<file path="config.mk">
export PLATFORM = sky130hd
export DESIGN_NAME = uart_rx
export DESIGN_NICKNAME = d
export VERILOG_FILES = /design/src/rtl/uart_rx.sv
export SDC_FILE = /design/constraint.sdc
export NUM_CORES = 1
export LEC_CHECK = 0
export ABC_AREA = 1
export ABC_CLOCK_PERIOD_IN_PS = 2000
export CORE_MARGIN = 5
export CORE_UTILIZATION = 40
export DETAILED_ROUTE_END_ITERATION = 16
export PLACE_DENSITY = 0.7
export SLEW_MARGIN = 5
export SYNTH_ARGS = -nofsm -noshare
export SYNTH_HDL_FRONTEND = slang
export SYNTH_SLANG_ARGS = --single-unit
</file>
<file path="constraint.sdc">
create_clock -name clock -period 2 [get_ports clock]
set_input_delay 0.4 -clock clock [delete_from_list [all_inputs] [get_ports clock]]
set_output_delay 0.4 -clock clock [all_outputs]
set_load 0.02 [all_outputs]
</file>
<file path="src/rtl/uart_rx.sv">
// uart_rx: 8E1 serial receiver with an OVERSAMPLE-times rx_tick enable.
// Ports: clock, reset (async, active-high), rx_tick, rx in;
//   rx_data, rx_valid, parity_err, frame_err out.
// Macro UART_RX_PARITY_CHECK_EN enables the parity check (else parity_err=0).
module uart_rx #(
    parameter int OVERSAMPLE = 16
) (
    input  logic       clock,
    input  logic       reset,
    input  logic       rx_tick,
    input  logic       rx,
    output logic [7:0] rx_data,
    output logic       rx_valid,
    output logic       parity_err,
    output logic       frame_err
);

    localparam int TW = $clog2(OVERSAMPLE);
    localparam logic [TW-1:0] HALF = TW'(OVERSAMPLE / 2 - 1);
    localparam logic [TW-1:0] LAST = TW'(OVERSAMPLE - 1);

    typedef enum logic [1:0] {IDLE, START, DATA, STOP} state_t;

    state_t        state;
    state_t        state_nxt;
    logic          rx_meta;
    logic          rx_sync;
    logic          prev_sample;
    logic [TW-1:0] tcnt;
    logic [3:0]    bit_cnt;
    logic [8:0]    shreg;

    logic start_det;
    logic half_hit;
    logic bit_hit;
    logic shift_en;
    logic done;
    logic tcnt_clr;
    logic bit_clr;

    assign start_det = !rx_sync && prev_sample;
    assign half_hit  = (tcnt == HALF);
    assign bit_hit   = (tcnt == LAST);

    // Synchroniser idles high so reset never looks like a start edge.
    always_ff @(posedge clock or posedge reset) begin
        if (reset) begin
            rx_meta     <= 1'b1;
            rx_sync     <= 1'b1;
            prev_sample <= 1'b1;
        end else begin
            rx_meta <= rx;
            rx_sync <= rx_meta;
            if (rx_tick)
                prev_sample <= rx_sync;
        end
    end

    always_ff @(posedge clock or posedge reset) begin
        if (reset)
            state <= IDLE;
        else
            state <= state_nxt;
    end

    always_comb begin
        state_nxt = state;
        if (rx_tick) begin
            unique case (state)
                IDLE:    if (start_det) state_nxt = START;
                START:   if (half_hit) state_nxt = rx_sync ? IDLE : DATA;
                DATA:    if (bit_hit && bit_cnt == 4'd8) state_nxt = STOP;
                STOP:    if (bit_hit) state_nxt = IDLE;
                default: state_nxt = IDLE;
            endcase
        end
    end

    // tcnt restarts on every state entry and at each bit boundary.
    always_comb begin
        shift_en = rx_tick && (state == DATA) && bit_hit;
        done     = rx_tick && (state == STOP) && bit_hit;
        bit_clr  = rx_tick && (state == START) && half_hit;
        tcnt_clr = rx_tick && ((state_nxt != state) ||
                               (state == IDLE) || bit_hit);
    end

    always_ff @(posedge clock or posedge reset) begin
        if (reset) begin
            tcnt      <= '0;
            bit_cnt   <= 4'd0;
            shreg     <= 9'd0;
            rx_data   <= 8'h00;
            rx_valid  <= 1'b0;
            frame_err <= 1'b0;
        end else begin
            rx_valid <= done;
            if (tcnt_clr)
                tcnt <= '0;
            else if (rx_tick)
                tcnt <= tcnt + 1'b1;
            if (bit_clr)
                bit_cnt <= 4'd0;
            else if (shift_en && bit_cnt != 4'd8)
                bit_cnt <= bit_cnt + 4'd1;
            if (shift_en)
                shreg <= {rx_sync, shreg[8:1]};
            if (done) begin
                rx_data   <= shreg[7:0];
                frame_err <= ~rx_sync;
            end
        end
    end

`ifdef UART_RX_PARITY_CHECK_EN
    // Data plus even parity bit XORs to zero on a clean frame.
    always_ff @(posedge clock or posedge reset) begin
        if (reset)
            parity_err <= 1'b0;
        else if (done)
            parity_err <= ^shreg;
    end
`else
    assign parity_err = 1'b0;
`endif

endmodule

</file>
==> flow_summary.yaml <==
outcome:
  status: "completed"
clock_network:
  cts-resized-gates: 0
  cts_buffers: 5
  cts_buffer_depth: 2
  path_clk_slew_ps: 100
  htreeDepth: 2
  cts.sinks: 32
  clock-root-buffer: "clkbuf_4"
  cts-hold-fix-buffers: 0
  cts_setup_buffers: 0
  clkLatencyLatePin_ps: 320
  cts_tree: "done"
synth:
  avgSynthCellArea_um2: 9.33
  mappedNetlistArea_um2: 1460
  ys_types: 23
  yosysSeqAreaShare_pct: 55.3
  ys.warnings.count: 0
  yosys_register_bits: 32
  synth_top_area_share_pct: 49.9
  synth_area_leaders: "dfrtp_1, nand2_1, inv_1"
  synth_area_leader_cell: "dfrtp_1"
  synth_cells: 156
  synth_nets: 163
worst_setup_path:
  timing.rr.start: "tcnt[0]"
  worst-setup-path-type: "flop to flop"
  crit_arrival_ps: 2030
  cp.required_ps: 2200
  r2r_setup_slack_ps: 170
  r2r_cells: 8
  crit_path_end_kind: "flop"
  crit_path_start_kind: "flop"
  r2r-end: "rx_data[4]"
  cp_max_fo: 18
timing:
  setup_viol: 0
  period_minus_slack_ps: 1830
  finalSetupTns_ps: 0
  slew_violations: 0
  grt_setup_unrepaired: "no"
  hold_viol_final: 0
  skew_ps: 9.11
  hold_ws_ps: 323
  clock.fmax_mhz: 547
  timing.final.crit_share_pct: 91.3
detailed_routing:
  totalWireLength_um: 2520
  via_per_inst: 4.80
  post_drt_wl_per_cell_um: 11.2
  via_count: 1080
  drc_errors: 0
  ant_nets: 0
  drt-pass1-iter-count: 5
  drt-initial-drc-count: 44
floorplan:
  die_w_um: 70.3
  start_util_pct: 40.7
  io-pin-count: 15
  core_area_um2: 3580
  dieHeight_um: 70.3
  die_area_um2: 4940
  row_count: 22
global_routing:
  grt_usage_pct: 11.2
  antenna_found_initial: 0
  use_met1_pct: 11.3
  overflow: 0
  top_usage_layer: "met2"
  grt_max_degree: 19
  grt_pass1_vias: 1074
  use_met2_pct: 20.1
  grt_util_met3_pct: 5.18
  grt_pass1_wl_um: 4370
place:
  dp_hpwl_um: 1910
  buffer_ports.inserted: 13
  routabilityCongestion: 0.814
pwr:
  p_int_w: 0.00102
  clock_power_share_pct: 25.2
  swShare_pct: 31.6
  p_seq_share_pct: 52.7
  ir_worst_vdd_v: 0.000324
  p_comb_share_pct: 22.1
  p_per_area_nw_per_um2: 876
  p_leak_nw: 0.810
  p_switching_w: 0.000471
cells_and_area:
  nFillCells: 344
  antenna_cells: 0
  drive_gt1_share_pct: 15.3
  area_growth_pct: 17.1
  finish.net_count: 183
run:
  maxCapViolCount: 0
worst_hold_path:
  hp-class: "input pin to asynchronous set/reset pin"
-- worst max path at each step --
| stage | from | end | slack [ps] | cells after the start |
|---|---|---|---|---|
| after floorplan | tcnt[0] | frame_err | 500 | 9 |
| after global placement | rx_tick | tcnt[3] | -10 | 10 |
| after detailed placement | rx_tick | tcnt[3] | -140 | 10 |
| after CTS | tcnt[0] | rx_data[1] | 210 | 8 |
| after global routing | tcnt[0] | rx_data[7] | 20 | 8 |
| final | tcnt[0] | rx_data[4] | 170 | 8 |
-- cell families (layout without fill, tap and decap cells) --
logic type / Yosys count / in the layout / share of synthesized area (%)
buf+inv: 26 / 47 / 7.74
xor+xnor: 3 / 3 / 1.81
simple gates: 62 / 62 / 19.5
other cells: 1 / 1 / 0.258
fa+ha+maj: 3 / 3 / 2.58
flops: 32 / 32 / 55.3
compound gates: 29 / 29 / 12.8
-- state kept, by name, summed over array words and instances, names as in the netlist --
register	flops
bit_cnt	4
rx_meta	1
prev_sample	1
shreg	9
rx_data	8
state	2
tcnt	4
frame_err	1
rx_valid	1
rx_sync	1
-- area by class of cell --
class,instances,area (um2),area share [%]
multi-input combinational,98,538,31.6
inverter,22,82.6,4.85
sequential,32,805,47.2
timing repair buffer,17,160,9.40
clock buffer,8,58.8,3.45
tap,48,60.1,3.52
-- cell usage in the layout, fill, tap and decap left out --
| master | count |
|---|---|
| o21ai_0 | 10 |
| nand3_4 | 1 |
| nand2_2 | 1 |
| dfrtp_1 | 29 |
| clkbuf_4 | 5 |
| conb_1 | 1 |
| a22o_1 | 1 |
| inv_1 | 22 |
| nor2_1 | 7 |
| a21oi_1 | 7 |
| nand3_1 | 6 |
| clkbuf_1 | 2 |
| clkdlybuf4s50_1 | 13 |
| o21bai_1 | 1 |
| nand2_1 | 40 |
| xor2_1 | 3 |
| dfstp_2 | 3 |
| ha_1 | 3 |
| buf_4 | 4 |
| nand4_1 | 4 |
| nor2_4 | 2 |
| clkbuf_8 | 1 |
| nor2_2 | 1 |
| o22ai_1 | 1 |
| o21ai_2 | 9 |
-- synthesized netlist by cell type --
library cell	n
nand4_1	4
clkbuf_1	1
conb_1	1
o21bai_1	1
nand2_1	40
a21oi_1	7
o22ai_1	1
o21ai_2	9
nand3_1	6
buf_6	1
inv_1	22
ha_1	3
a22o_1	1
nor2_4	2
xor2_1	3
dfrtp_1	29
o21ai_0	10
nand3_4	1
dfstp_2	3
nor2_2	1
buf_4	2
nor2_1	7
nand2_2	1
-- power by group through the flow --
stage	registers (W)	logic [W]	clock network, W
4_1_cts	0.000786	0.000331	0.000392
5_1_grt	0.000795	0.000367	0.000423
2_1_floorplan	0.000815	0.000204	0
3_5_place_dp	0.000799	0.000329	0
6_report	0.000787	0.000330	0.000376
3_3_place_gp	0.000792	0.000312	0
-- layer usage --
metal  share of wire [%]  up-vias
met1                  41      516
met3                 3.8        5
li1                    -      537
met2                  54       22
met5                   0        -
met4                 1.3        0
-- worst max-delay path, cell delays in order (launching register included) --
cell     delay [ps]
dfrtp_1         400
ha_1            210
nand3_1         160
o21ai_0         230
nand3_1         120
o21ai_2         100
nand2_2         260
nand2_1         170
o21ai_2          60
-- stage by stage --
step	std cells	power (W)	instance area [um2]	utilization, %	setup WS [ps]
2_1_floorplan	156	0.00102	1460	-	500
3_3_place_gp	217	0.00110	1650	46.0	-12.0
3_5_place_dp	217	0.00113	1650	46.0	-138
4_1_cts	225	0.00151	1700	47.6	210
5_1_grt	225	0.00159	1700	47.6	23.7
6_report	225	0.00149	1700	47.6	173
Power figures use the tool's default switching activity.
